$ cat config.mk
export PLATFORM = sky130hd
export DESIGN_NAME = decode_stage
export DESIGN_NICKNAME = d
export VERILOG_FILES = /design/src/rtl/pipeline_pkg.sv /design/src/rtl/reg_scoreboard.sv /design/src/rtl/decode_stage.sv
export SDC_FILE = /design/constraint.sdc
export NUM_CORES = 1
export LEC_CHECK = 0
export CAP_MARGIN = 20
export CORE_UTILIZATION = 35
export CTS_BUF_LIST = sky130_fd_sc_hd__clkbuf_16
export CTS_CLUSTER_SIZE = 12
export DETAILED_ROUTE_END_ITERATION = 16
export DONT_BUFFER_PORTS = 1
export GPL_ROUTABILITY_DRIVEN = 0
export PLACE_DENSITY = 0.47
export SLEW_MARGIN = 10
export SYNTH_ARGS = -nofsm -noshare
export SYNTH_HDL_FRONTEND = slang
export SYNTH_SLANG_ARGS = --single-unit
$ cat constraint.sdc
create_clock -name I_CLOCK -period 14.7 [get_ports I_CLOCK]
set_clock_uncertainty 0.1 [all_clocks]
set_input_delay 2.205 -clock I_CLOCK [delete_from_list [all_inputs] [get_ports I_CLOCK]]
set_output_delay 2.205 -clock I_CLOCK [all_outputs]
set_load 0.02 [all_outputs]
$ cat src/rtl/pipeline_pkg.sv
// Shared pipeline definitions: data-path widths, opcode encodings, IR field
// positions and the opcode-class decoder used by the decode stage.
package pipeline_pkg;

    localparam int REG_COUNT     = 16;
    localparam int REG_IDX_WIDTH = $clog2(REG_COUNT);
    localparam int DATA_WIDTH    = 16;
    localparam int PC_WIDTH      = 16;
    localparam int IR_WIDTH      = 32;
    localparam int OPCODE_WIDTH  = 8;

    // IR field positions (LSB of each field).
    localparam int OPCODE_LSB = 24;
    localparam int DEST_LSB   = 20;
    localparam int SRC1_LSB   = 16;
    localparam int SRC2_LSB   = 8;
    localparam int IMM_LSB    = 0;

    typedef logic [OPCODE_WIDTH-1:0] opcode_t;

    localparam opcode_t OP_ADD  = 8'h00;
    localparam opcode_t OP_ADDI = 8'h01;
    localparam opcode_t OP_AND  = 8'h02;
    localparam opcode_t OP_ANDI = 8'h03;
    localparam opcode_t OP_MOV  = 8'h04;
    localparam opcode_t OP_MOVI = 8'h05;
    localparam opcode_t OP_LDW  = 8'h10;
    localparam opcode_t OP_STW  = 8'h11;
    localparam opcode_t OP_BRZ  = 8'h20;
    localparam opcode_t OP_BRN  = 8'h21;
    localparam opcode_t OP_JMP  = 8'h22;
    localparam opcode_t OP_NOP  = 8'hFF;

    typedef struct packed {
        logic defined;      // 0 for NOP and any undefined encoding
        logic reads_src1;
        logic reads_src2;   // for STW this is the data register in the dest field
        logic writes_dest;
        logic is_branch;
        logic is_store;
    } op_class_t;

    function automatic op_class_t op_class(input opcode_t op);
        op_class_t cls;
        // NOTE: every field gets a default before the case so no path leaves
        // anything unassigned; in an always_comb the same habit prevents latches.
        cls = '0;
        case (op)
            OP_ADD, OP_AND: begin
                cls.defined = 1'b1; cls.reads_src1 = 1'b1;
                cls.reads_src2 = 1'b1; cls.writes_dest = 1'b1;
            end
            OP_MOV, OP_ADDI, OP_ANDI, OP_LDW: begin
                cls.defined = 1'b1; cls.reads_src1 = 1'b1; cls.writes_dest = 1'b1;
            end
            OP_MOVI: begin
                cls.defined = 1'b1; cls.writes_dest = 1'b1;
            end
            OP_STW: begin
                cls.defined = 1'b1; cls.reads_src1 = 1'b1;
                cls.reads_src2 = 1'b1; cls.is_store = 1'b1;
            end
            OP_BRZ, OP_BRN: begin
                cls.defined = 1'b1; cls.reads_src1 = 1'b1; cls.is_branch = 1'b1;
            end
            OP_JMP: begin
                cls.defined = 1'b1; cls.is_branch = 1'b1;
            end
            default: cls = '0;
        endcase
        return cls;
    endfunction

endpackage

$ cat src/rtl/reg_scoreboard.sv
// Register file with per-register busy bits.
// Ports:
//   clk, rst            - falling-edge clock, async active-high reset
//   clear_busy          - synchronous clear of every busy bit (pipeline unlocked)
//   rd_idx1/rd_idx2     - read indices; rd_data1/rd_data2 are write-first values
//   rd_busy1/rd_busy2   - busy state of the read indices
//   dst_idx, dst_busy   - busy query for the destination register
//   set_en, set_idx     - mark a register busy (issued instruction writes it)
//   wb_en/wb_idx/wb_data- writeback: store data and release the busy bit
// Busy outputs already account for a same-edge writeback, so a register being
// written back this cycle reads as free and its read data is forwarded.
module reg_scoreboard
    import pipeline_pkg::*;
(
    input  logic                     clk,
    input  logic                     rst,
    input  logic                     clear_busy,
    input  logic [REG_IDX_WIDTH-1:0] rd_idx1,
    input  logic [REG_IDX_WIDTH-1:0] rd_idx2,
    output logic [DATA_WIDTH-1:0]    rd_data1,
    output logic [DATA_WIDTH-1:0]    rd_data2,
    output logic                     rd_busy1,
    output logic                     rd_busy2,
    input  logic [REG_IDX_WIDTH-1:0] dst_idx,
    output logic                     dst_busy,
    input  logic                     set_en,
    input  logic [REG_IDX_WIDTH-1:0] set_idx,
    input  logic                     wb_en,
    input  logic [REG_IDX_WIDTH-1:0] wb_idx,
    input  logic [DATA_WIDTH-1:0]    wb_data
);

    logic [DATA_WIDTH-1:0] regs [REG_COUNT];
    logic [REG_COUNT-1:0]  busy;

    logic hit1, hit2, hit_dst;

    assign hit1    = wb_en && (wb_idx == rd_idx1);
    assign hit2    = wb_en && (wb_idx == rd_idx2);
    assign hit_dst = wb_en && (wb_idx == dst_idx);

    assign rd_data1 = hit1 ? wb_data : regs[rd_idx1];
    assign rd_data2 = hit2 ? wb_data : regs[rd_idx2];
    assign rd_busy1 = busy[rd_idx1] & ~hit1;
    assign rd_busy2 = busy[rd_idx2] & ~hit2;
    assign dst_busy = busy[dst_idx] & ~hit_dst;

    always_ff @(negedge clk or posedge rst) begin
        if (rst) begin
            // NOTE: the register file must come out of reset cleared, so it is
            // built from resettable flops rather than an inferred RAM.
            for (int i = 0; i < REG_COUNT; i++) begin
                regs[i] <= '0;
            end
            busy <= '0;
        end else begin
            if (wb_en) begin
                regs[wb_idx] <= wb_data;
            end
            if (clear_busy) begin
                busy <= '0;
            end else begin
                // NOTE: non-blocking updates to the same bit resolve to the last
                // one written, so the newer instruction's set beats the clear.
                if (wb_en) begin
                    busy[wb_idx] <= 1'b0;
                end
                if (set_en) begin
                    busy[set_idx] <= 1'b1;
                end
            end
        end
    end

endmodule

$ cat src/rtl/decode_stage.sv
// Decode stage: decodes the FE/DE instruction, reads operands through the
// scoreboard, raises dependency/branch stalls to fetch and issues into DE/EX.
// Ports:
//   I_CLOCK, I_RESET            - falling-edge clock, async active-high reset
//   I_LOCK                      - pipeline enable (0 = idle, busy state cleared)
//   I_PC, I_IR, I_FetchStall    - FE/DE latch contents
//   I_WriteBack*                - register writeback
//   I_BranchResolved            - outstanding branch has resolved
//   O_LOCK, O_PC, O_Opcode, O_DestRegIdx, O_Src1Value, O_Src2Value, O_Imm,
//   O_DEStall                   - DE/EX latch
//   O_DepStallSignal, O_BranchStallSignal - combinational stalls to fetch
module decode_stage
    import pipeline_pkg::*;
(
    input  logic                     I_CLOCK,
    input  logic                     I_RESET,
    input  logic                     I_LOCK,
    input  logic [PC_WIDTH-1:0]      I_PC,
    input  logic [IR_WIDTH-1:0]      I_IR,
    input  logic                     I_FetchStall,
    input  logic                     I_WriteBackEnable,
    input  logic [REG_IDX_WIDTH-1:0] I_WriteBackRegIdx,
    input  logic [DATA_WIDTH-1:0]    I_WriteBackData,
    input  logic                     I_BranchResolved,
    output logic                     O_LOCK,
    output logic [PC_WIDTH-1:0]      O_PC,
    output logic [OPCODE_WIDTH-1:0]  O_Opcode,
    output logic [REG_IDX_WIDTH-1:0] O_DestRegIdx,
    output logic [DATA_WIDTH-1:0]    O_Src1Value,
    output logic [DATA_WIDTH-1:0]    O_Src2Value,
    output logic [DATA_WIDTH-1:0]    O_Imm,
    output logic                     O_DepStallSignal,
    output logic                     O_BranchStallSignal,
    output logic                     O_DEStall
);

    opcode_t                  opcode;
    op_class_t                cls;
    logic [REG_IDX_WIDTH-1:0] dest_idx, src1_idx, src2_idx, rd2_idx;
    logic [DATA_WIDTH-1:0]    imm;
    logic [DATA_WIDTH-1:0]    src1_value, src2_value;
    logic                     busy1, busy2, dest_busy;
    logic                     valid, dep_stall, issue;
    logic                     branch_pending;

    assign opcode   = I_IR[OPCODE_LSB +: OPCODE_WIDTH];
    assign dest_idx = I_IR[DEST_LSB +: REG_IDX_WIDTH];
    assign src1_idx = I_IR[SRC1_LSB +: REG_IDX_WIDTH];
    assign src2_idx = I_IR[SRC2_LSB +: REG_IDX_WIDTH];
    assign imm      = I_IR[IMM_LSB +: DATA_WIDTH];
    assign cls      = op_class(opcode);

    // A store's data register lives in the dest field and leaves on port 2.
    assign rd2_idx = cls.is_store ? dest_idx : src2_idx;

    // Reset gates valid so both stalls drop the moment reset rises.
    assign valid     = ~I_RESET & I_LOCK & ~I_FetchStall & cls.defined;
    assign dep_stall = valid & ((cls.reads_src1  & busy1) |
                                (cls.reads_src2  & busy2) |
                                (cls.writes_dest & dest_busy));
    assign issue     = valid & ~dep_stall & ~branch_pending;

    assign O_DepStallSignal    = dep_stall;
    assign O_BranchStallSignal = branch_pending | (valid & cls.is_branch & ~dep_stall);

    reg_scoreboard u_scoreboard (
        .clk        (I_CLOCK),
        .rst        (I_RESET),
        .clear_busy (~I_LOCK),
        .rd_idx1    (src1_idx),
        .rd_idx2    (rd2_idx),
        .rd_data1   (src1_value),
        .rd_data2   (src2_value),
        .rd_busy1   (busy1),
        .rd_busy2   (busy2),
        .dst_idx    (dest_idx),
        .dst_busy   (dest_busy),
        .set_en     (issue & cls.writes_dest),
        .set_idx    (dest_idx),
        .wb_en      (I_WriteBackEnable),
        .wb_idx     (I_WriteBackRegIdx),
        .wb_data    (I_WriteBackData)
    );

    always_ff @(negedge I_CLOCK or posedge I_RESET) begin
        if (I_RESET) begin
            O_LOCK         <= 1'b0;
            O_PC           <= '0;
            O_Opcode       <= OP_NOP;
            O_DestRegIdx   <= '0;
            O_Src1Value    <= '0;
            O_Src2Value    <= '0;
            O_Imm          <= '0;
            O_DEStall      <= 1'b1;
            branch_pending <= 1'b0;
        end else begin
            O_LOCK <= I_LOCK;
            if (!I_LOCK) begin
                O_DEStall      <= 1'b1;
                O_Opcode       <= OP_NOP;
                branch_pending <= 1'b0;
            end else if (issue) begin
                O_PC           <= I_PC;
                O_Opcode       <= opcode;
                O_DestRegIdx   <= dest_idx;
                O_Src1Value    <= src1_value;
                O_Src2Value    <= src2_value;
                O_Imm          <= imm;
                O_DEStall      <= 1'b0;
                branch_pending <= cls.is_branch;
            end else begin
                // Bubble: only the opcode and the bubble flag change.
                O_DEStall <= 1'b1;
                O_Opcode  <= OP_NOP;
                if (I_BranchResolved) begin
                    branch_pending <= 1'b0;
                end
            end
        end
    end

endmodule
# After elaboration in Yosys (flattened, before gate mapping)
# Index checks and enable logic that the tools add are counted.
# W data, S select, Z words.
[classes] add_sub_neg=0 mul=0 div=0 order_cmp=10 eq_ne=14 n_shift=0 n_mux=39 bitwise_logic=31 reduce_logical=13
[ops] operator="$bwmux W256" count=1
[ops] operator="$mux W16" count=11
[ops] operator="$bmux W16 S4" count=2
[ops] operator="$demux W16 S4" count=1
[ops] operator="$eq A8 B6 Y1 const B" count=3
[ops] operator="$lt A4 B5 Y1 const B" count=4
[ops] operator="$and A16 B16 Y16" count=1
[ops] operator="$eq A8 B2 Y1 const B" count=2
[ops] operator="$eq A8 B3 Y1 const B" count=2
[ops] operator="$eq A8 B5 Y1 const B" count=2
[ops] operator="$mux W1" count=16
[ops] operator="$mux W8" count=2
[ops] operator="$not A16 Y16" count=1
[ops] operator="$or A16 B16 Y16" count=1
[ops] operator="$and A1 B1 Y1" count=15
[ops] operator="$ge A5 B5 Y1 const B" count=3
[ops] operator="$not A4 Y5" count=3
[ops] operator="$bmux W1 S4" count=3
[ops] operator="$eq A4 B4 Y1" count=3
[ops] operator="$reduce_or A11 Y1" count=1
[ops] operator="$reduce_or A9 Y1" count=1
[ops] operator="$demux W1 S4" count=2
[ops] operator="$eq A8 B1 Y1 const B" count=1
[ops] operator="$ge A4 B1 Y1 const B" count=2
[ops] operator="other kinds (10)" count=24
[word_totals] regBits=351 latch_bits=0 ramBits=0 romBits=0 inputBits=74 wordCells=133 memories=0

# Logic depth before layout (Yosys ltp)
# Gate-level depths: netlist of the first run.
[logic_depth] word_depth=17 ltp_mapped=13 ltp_nobuf=8

# By module
# Synthesis of the first run repeated with hierarchy kept, for this count alone.
[unflattened] hier_cells=1201 hier_area_um2=18890.6
[modules_own_cells] mod="reg_scoreboard" instances=1 cells_each=993 area_per_inst_um2=15746.4 seq_area_each_um2=6806.5
[modules_own_cells] mod="decode_stage" instances=1 cells_each=208 area_per_inst_um2=3144.3 seq_area_each_um2=1988.2

==> results of run 1 <==
sequential cells by signal (all words and copies together) (netlist names):
name and flops:
O_DestRegIdx 4, u_scoreboard.regs 256, O_Imm 16, O_Src2Value 16, O_Opcode 8, O_DEStall 1
O_PC 16, branch_pending 1, u_scoreboard.busy 16, O_Src1Value 16, O_LOCK 1
kinds of logic (layout without fill, tap and decap cells):
group / count (synthesis) / in the layout / synth area share
DFF: 351 / 351 / 0.4637
AOI/OAI and AO/OA: 147 / 147 / 0.05330
and+or+nand+nor: 173 / 173 / 0.05244
muxes: 558 / 558 / 0.3982
buffers and inverters: 125 / 126 / 0.02830
xor gates and xnor gates: 9 / 9 / 0.004155
final cells by class:
| type | instances | area [µm²] | area share |
|---|---|---|---|
| Inverter | 3 | 15.01 | 0.0007087 |
| Clock buffer | 44 | 1101 | 0.05197 |
| Multi-Input combinational cell | 887 | 9726 | 0.4591 |
| Tap cell | 688 | 860.8 | 0.04063 |
| Sequential cell | 351 | 8795 | 0.4151 |
| Clock inverter | 45 | 382.9 | 0.01807 |
| Timing Repair Buffer | 34 | 305.3 | 0.01441 |
routing by layer:
metal,GRT usage,share of wire
met1,0.2812,0.45
met2,0.3378,0.47
met3,0.04723,0.059
met4,0.06021,0.025
met5,0,0
final timing paths:
check,to,slack (ns),from
min in group asynchronous,O_DestRegIdx[3],8.69,I_RESET
worst max-delay path,O_Src2Value[8],1.82,I_IR[29]
max in group asynchronous,u_scoreboard.regs[137],4.39,I_RESET
worst max register to register,O_Src1Value[13],11.25,u_scoreboard.busy[14]
worst min register to register,u_scoreboard.regs[171],0.37,u_scoreboard.regs[171]
worst min-delay path,u_scoreboard.regs[171],0.37,u_scoreboard.regs[171]
synth_stat cells (4+ instances only):
master,number
mux2_2,400
dfrtn_1,342
mux4_2,90
clkbuf_1,83
mux2_4,68
o22ai_1,64
nor3_1,35
nand3_1,31
buf_1,24
nor2_1,24
nand2b_1,23
o31a_1,17
o21ai_1,16
nand2_1,10
o211ai_1,10
dfstp_2,9
buf_6,8
o21ai_0,7
a21oi_1,6
buf_2,6
or2_1,6
or3_1,6
and3_1,5
nor2b_1,5
xor2_1,5
inv_1,4
xnor2_1,4
critical path, cell delays in order:
cell,delay (ns)
nor4_4,0.53
nand3_1,0.38
nand2_4,0.14
buf_4,0.55
buf_4,0.76
mux2_2,0.41
o22ai_1,0.19
nor3_1,0.08
o31a_1,0.29
mux2_4,0.27
metrics by stage:
step / utilization / setup WS, ns / total power [mW] / instance area, µm²
5_1_grt: 0.3992 / 1.600 / 3.147 / 21190
2_1_floorplan: - / 0.5289 / 1.794 / 18970
4_1_cts: 0.3988 / 1.838 / 3.038 / 21170
3_3_place_gp: 0.3709 / 1.295 / 1.898 / 19690
3_5_place_dp: 0.3709 / 1.237 / 1.909 / 19690
6_report: 0.3992 / 1.822 / 3.003 / 21190
power breakdown:
group | total, mW | switching (mW) | internal (mW)
combinational | 0.545 | 0.182 | 0.363
clock | 1.11 | 0.446 | 0.668
sequential | 1.34 | 0.169 | 1.18
total | 3.00 | 0.797 | 2.21
==> out/summary.txt, run 1 <==
Number of fill cells = 4911
Mapped Cells = 1363
Share of synthesized registers carrying an async set or reset = 1.000
Gr ovfl total = 0
CTS tree = built
Core Region = 0.05308 mm²
Area growth, synth to finish = 11.69%
Max-cap check violation count = 0
Die X-Extent = 234.8 µm
Crit path DAT = 5.84 ns
# resized after CTS = 0
Yosys top cell by area = dfrtn_1
Unique masters post-synth = 65
Static leakage = 8.848 nW
Actual slew at the worst max-slew pin = 1.108 ns
H-tree levels = 2
Clock Latency Late Sink = 0.57 ns
Status = finished clean
Top Ports = 154
Final setup vio count = 0
DRT iter0 DRCs = 786
ANT cells = 0
Max FO, Critical Path = 51
Final Routed Wirelength = 56970 µm
Vias = 11872
Peak VDD IR = 0.00009599 V
Largest net degree at the start of global routing = 180
Row count = 84
Synth top area cells = dfrtn_1 (45%), mux2_2 (24%), mux4_2 (11%)
Synthesized area = 0.01897 mm²
Max clock buf depth = 3
Power Dens Cells = 141.8 mW/mm²
Setup bufs post-CTS = 0
Most common cell after layout, fill and taps aside = mux2_2
Critical Path Source Type = input pin
Final Hold Vio Count = 0
Main synth FF type = dfrtn_1
Clock transition at path regs = 0.05 ns
Clk sinks = 351
Total Routing Usage GR = 0.2093
Seq/Total Area, Yosys = 0.4637
Relative slew slack = 0.2617
Initial antenna violation count = 0
Worst Hold Depth = 1
Synth top area share = 0.4512
Remaining DRCs = 0
Ys Warns = 0
RSZ-0062 raised after global routing = no
Final antenna-violating net count = 0
CTS root buf = clkbuf_16
Die area = 0.05513 mm²
Hold_buf cts = 0
TNS Setup = 0 ns
R2r worst-path depth = 9
# port buffers = 0
Vias in the first global route = 12693
Vias/cell = 5.786
Starting Density = 0.3574
First-pass GRT wire length = 86710 µm
Most frequent cells in the layout = mux2_2 (400), dfrtn_1 (342), mux4_2 (90), mux2_4 (68), o22ai_1 (64)
WL per Instance = 27.76 µm
Hold slack final = 0.3700 ns
EDFF count, synth = 0
Drt pass-1 iters = 5
Mean Syn Cell Area = 13.92 µm²
Slew Limit Fails = 0
CTS buffer count = 43
Post-Place Cells = 1963
CP Data Required Time = 7.66 ns
Net count, final = 1403
Crit path kind = input pin to flip-flop
Syn nets = 1437
DP HPWL = 32350 µm
Die Ht = 234.8 µm
Ratio of cells with drive above 1 in the final layout = 0.5088
Worst Setup End Kind = flip-flop
Hold crit path type = flip-flop to flip-flop
Non-filler cells, final = 2052
Seq cells post-synth = 351
No activity file was read; power rests on OpenSTA's default activity.
==> run 2: changes to the inputs <==
Settings changed: RECOVER_POWER from default to 50.
==> out/summary.txt, run 2 (synthesized netlist as in run 1, its figures left out) <==
First-pass GRT wire length = 86710 µm (unchanged)
CTS tree = built
Top Ports = 154 (unchanged)
DP HPWL = 32350 µm (unchanged)
Power Dens Cells = 142.0 mW/mm² (+0.19%)
Static leakage = 8.824 nW (-0.28%)
Ratio of cells with drive above 1 in the final layout = 0.5037 (-0.005132)
CP Data Required Time = 7.66 ns (about the same)
Setup bufs post-CTS = 0 (unchanged)
Starting Density = 0.3574 (unchanged)
Hold crit path type = flip-flop to flip-flop
H-tree levels = 2 (unchanged)
Drt pass-1 iters = 8 (+3)
Row count = 84 (unchanged)
Biggest register = u_scoreboard.regs
Crit path DAT = 5.85 ns (about the same)
Critical-path cell list = nor4_4 -> nand3_1 -> nand2_4 -> buf_4 -> buf_4 -> mux2_2 -> o22ai_1 -> nor3_1 -> o31a_1 -> mux2_4
Worst Setup End Kind = flip-flop
Max clock buf depth = 3 (unchanged)
Vias/cell = 5.808 (+0.40%)
Largest net degree at the start of global routing = 180 (unchanged)
RSZ-0062 raised after global routing = no
Vias = 11919 (+0.40%)
Hold_buf cts = 0 (unchanged)
Max reg flops = 256 (unchanged)
Net count, final = 1403 (unchanged)
Most frequent cells in the layout = mux2_2 (400), dfrtn_1 (342), mux4_2 (90), mux2_4 (68), o22ai_1 (64)
Crit-path max cell delay = 0.76 ns (about the same)
Clock Latency Late Sink = 0.57 ns (about the same)
Vias in the first global route = 12693 (unchanged)
Die X-Extent = 234.8 µm (unchanged)
TNS Setup = 0 ns (unchanged)
DRT iter0 DRCs = 782 (-0.51%)
Critical Path Most Common Cell = buf_4
Peak VDD IR = 0.00009592 V (about the same)
Final Routed Wirelength = 56960 µm (about the same)
Crit path kind = input pin to flip-flop
Area growth, synth to finish = 11.41%
Actual slew at the worst max-slew pin = 3.339 ns (+2.231 ns)
# port buffers = 0 (unchanged)
Final antenna-violating net count = 0 (unchanged)
Core Region = 0.05308 mm² (unchanged)
Failing checks = max-capacitance violations, max-slew violations
Die area = 0.05513 mm² (unchanged)
Max FO, Critical Path = 51 (unchanged)
Clock transition at path regs = 0.05 ns (about the same)
Remaining DRCs = 0 (unchanged)
Tot Pwr = 3.001 mW (about the same)
Initial antenna violation count = 0 (unchanged)
Relative slew slack = -1.226 (-1.487)
WL per Instance = 27.76 µm (about the same)
Status = finished, violations left
Gr ovfl total = 0 (unchanged)
CTS buffer count = 43 (unchanged)
Final setup vio count = 0 (unchanged)
Final Hold Vio Count = 0 (unchanged)
Critical Path Source Type = input pin
Die Ht = 234.8 µm (unchanged)
CTS root buf = clkbuf_16
Clk sinks = 351 (unchanged)
ANT cells = 0 (unchanged)
Fin util = 0.3982 (-0.0009900)
Slowest-stage cell, CP = buf_4
# resized after CTS = 0 (unchanged)
Max-cap check violation count = 6 (+6)
Slew Limit Fails = 386 (+386)
Most common cell after layout, fill and taps aside = mux2_2
Total Routing Usage GR = 0.2093 (unchanged)
-- run 2: cell count changes in the layout (fill, tap and decap cells not counted), moves of 2 or more --
cell	before	now
buf_12	4	2
buf_4	30	26
clkbuf_1	0	4
nor2_1	15	18
nor2_2	10	7
-- run 2: layout make-up --
cell class,count,area (µm²)
fill,4921,31940
multi-input combinational,887,9718
sequential,351,8795
clock buffer,44,1101
tap,688,860.8
clock inverter,45,382.9
timing repair buffer,34,262.8
inverter,3,12.51
-- run 2: worst paths after layout --
path,from,end,slack (ns),depth (start not counted)
hold / removal,u_scoreboard.regs[171],u_scoreboard.regs[171],0.37,1
setup reg to reg,u_scoreboard.busy[11],O_DestRegIdx[0],11.25,7
setup / recovery,I_IR[29],O_Src2Value[8],1.82,10
max in group asynchronous,I_RESET,u_scoreboard.regs[29],1.97,2
min in group asynchronous,I_RESET,O_DestRegIdx[3],8.81,1
hold reg to reg,u_scoreboard.regs[171],u_scoreboard.regs[171],0.37,1
-- run 2: per-layer routing --
layer / vias to the layer above / GRT usage / share of wire
li1: 5129 / - / -
met1: 6350 / 0.2812 / 0.44
met2: 353 / 0.3378 / 0.47
met3: 87 / 0.04723 / 0.063
met4: 0 / 0.06021 / 0.026
met5: - / 0 / 0
-- run 2: through the flow --
step	cells	instance area [µm²]	setup slack [ns]	hold slack, ns
floorplan	1363	18970	0.5289	0.3519
global placement	1963	19690	1.295	0.3637
detailed placement	1963	19690	1.237	0.3693
CTS	2051	21170	1.838	0.3725
global route	2052	21130	1.355	0.3866
finish	2052	21130	1.816	0.3703
-- run 2: power by group --
group / switching, mW / internal [mW]
clock: 0.446 / 0.668
sequential: 0.169 / 1.18
combinational: 0.182 / 0.362
total: 0.796 / 2.21
-- run 2: critical path: cells and delay by family --
kind,cells,cell delay (ns)
compound gates,2,0.48
buf+inv,2,1.30
simple gates,4,1.14
mux,2,0.68
==> run 3: changes to the inputs <==
==> constraint.sdc (replaced) <==
create_clock -name I_CLOCK -period 14.7 [get_ports I_CLOCK]
set_clock_uncertainty 0.1 [all_clocks]
set_input_delay 2.94 -clock I_CLOCK [delete_from_list [all_inputs] [get_ports I_CLOCK]]
set_output_delay 2.94 -clock I_CLOCK [all_outputs]
set_load 0.02 [all_outputs]
==> out/summary.txt, run 3 (synthesized netlist as in run 1, its figures left out) <==
Vias/cell = 5.787 (-0.38%)
Most frequent cells in the layout = mux2_2 (400), dfrtn_1 (342), mux4_2 (90), mux2_4 (68), o22ai_1 (64)
Max reg flops = 256 (unchanged)
Most common cell after layout, fill and taps aside = mux2_2
Critical-path cell list = or4_1 -> o21ai_4 -> nand3_1 -> a32oi_1 -> o211ai_1 -> a2111oi_2 -> or3_4 -> buf_12 -> mux2_4
Crit-path max cell delay = 0.72 ns (-0.04 ns)
Clock Latency Late Sink = 0.56 ns (about the same)
Drt pass-1 iters = 5 (-3)
Clk sinks = 351 (unchanged)
CTS buffer count = 42 (-2.3%)
# resized after CTS = 0 (unchanged)
Max clock buf depth = 3 (unchanged)
Final worst setup slack = 1.335 ns (-0.4810 ns)
Final Cell Area = 0.02106 mm² (-0.37%)
Failing checks = max-capacitance violations, max-slew violations
Final antenna-violating net count = 0 (unchanged)
Status = finished, violations left
Core Region = 0.05308 mm² (unchanged)
Die X-Extent = 234.8 µm (unchanged)
Max-cap check violation count = 7 (+1)
Setup bufs post-CTS = 0 (unchanged)
Row count = 84 (unchanged)
Starting Density = 0.3574 (unchanged)
Remaining DRCs = 0 (unchanged)
# port buffers = 0 (unchanged)
WL per Instance = 27.39 µm (-1.3%)
Vias in the first global route = 12569 (-0.98%)
Final Hold Vio Count = 0 (unchanged)
Dpl cell area = 0.01973 mm² (+0.23%)
Hold_buf cts = 0 (unchanged)
DRT iter0 DRCs = 796 (+1.8%)
CP Data Required Time = 7.65 ns (about the same)
Ratio of cells with drive above 1 in the final layout = 0.5044 (+0.0007591)
Die area = 0.05513 mm² (unchanged)
Critical Path Source Type = input pin
Final setup vio count = 0 (unchanged)
Worst Hold Depth = 1 (unchanged)
R2r worst-path depth = 7 (unchanged)
Slew Limit Fails = 273 (-29%)
RSZ-0062 raised after global routing = no
Hold crit path type = flip-flop to flip-flop
Die Ht = 234.8 µm (unchanged)
CTS tree = built
Vias = 11828 (-0.76%)
Worst Setup End Kind = flip-flop
DP Worst Slack = 0.8139 ns (-0.4230 ns)
Initial antenna violation count = 0 (unchanged)
Max FO, Critical Path = 53 (+3.9%)
CTS root buf = clkbuf_16
Gr ovfl total = 0 (unchanged)
Largest net degree at the start of global routing = 139 (-23%)
Biggest register = u_scoreboard.regs
Crit path kind = input pin to flip-flop
Clock transition at path regs = 0.04 ns (about the same)
Top Ports = 154 (unchanged)
Area growth, synth to finish = 11.00%
Crit path depth = 9 (-1)
Final Routed Wirelength = 55980 µm (-1.7%)
Crit path DAT = 6.32 ns (+0.47 ns)
ANT cells = 0 (unchanged)
Power Dens Cells = 139.3 mW/mm² (-1.9%)
Slowest-stage cell, CP = or4_1
Net count, final = 1402 (-0.071%)
Static leakage = 8.777 nW (-0.52%)
Peak VDD IR = 0.00007972 V (-17%)
First-pass GRT wire length = 85930 µm (-0.90%)
Total Routing Usage GR = 0.2065 (-0.002815)
Actual slew at the worst max-slew pin = 2.703 ns (-0.6358 ns)
DP HPWL = 32770 µm (+1.3%)
Hold slack final = 0.3689 ns (-0.001361 ns)
Buf/Inv on CP = 1 (-1)
Relative slew slack = -0.8019 (+0.4238)
H-tree levels = 2 (unchanged)
Crit-path leading delay family = compound AO/OA/AOI/OAI gates
==> run 3: worst reg2reg max path, delay by kind of cell, from the launching register on <==
kind	cells	cell delay (ns)
buf+inv	1	0.27
flops	1	0.41
simple gates	2	0.79
compound gates	1	0.31
mux	3	1.35
==> run 3: area by class of cell <==
cell class	count	area [µm²]
sequential	351	8795
clock inverter	37	285.3
fill	4912	32020
inverter	3	12.51
tap	688	860.8
timing repair buffer	34	280.3
clock buffer	44	1101
multi-input combinational	887	9721
==> run 3: report_power, final <==
part | switching, mW | leakage [nW] | internal [mW]
combinational | 0.184 | 3.63 | 0.363
clock | 0.425 | 0.746 | 0.621
sequential | 0.166 | 4.40 | 1.18
total | 0.775 | 8.78 | 2.16
==> run 3: final timing paths <==
| path | startpoint | end | slack, ns |
|---|---|---|---|
| worst max register to register | u_scoreboard.busy[2] | O_PC[7] | 11.32 |
| worst max-delay path | I_IR[29] | O_PC[7] | 1.34 |
| worst min register to register | u_scoreboard.regs[63] | u_scoreboard.regs[63] | 0.37 |
| worst min-delay path | u_scoreboard.regs[63] | u_scoreboard.regs[63] | 0.37 |
| max in group asynchronous | I_RESET | u_scoreboard.regs[150] | 2.04 |
| min in group asynchronous | I_RESET | O_Imm[11] | 9.45 |
==> run 3: layer usage <==
layer | vias to the layer above | GRT usage | wire [µm]
met5 | - | 0 | 0
met4 | 0 | 0.05383 | 1270
met3 | 79 | 0.04664 | 3169
met2 | 320 | 0.3266 | 25700
met1 | 6305 | 0.2851 | 25840
li1 | 5124 | - | -
==> run 3: metrics by stage <==
stage | utilization | total power [mW] | setup TNS (ns) | std cells
floorplan | - | 1.794 | -70.49 | 1363
global placement | 0.3717 | 1.895 | 0 | 1964
detailed placement | 0.3717 | 1.910 | 0 | 1964
CTS | 0.3978 | 2.974 | 0 | 2044
global route | 0.3967 | 3.084 | 0 | 2044
finish | 0.3967 | 2.934 | 0 | 2044
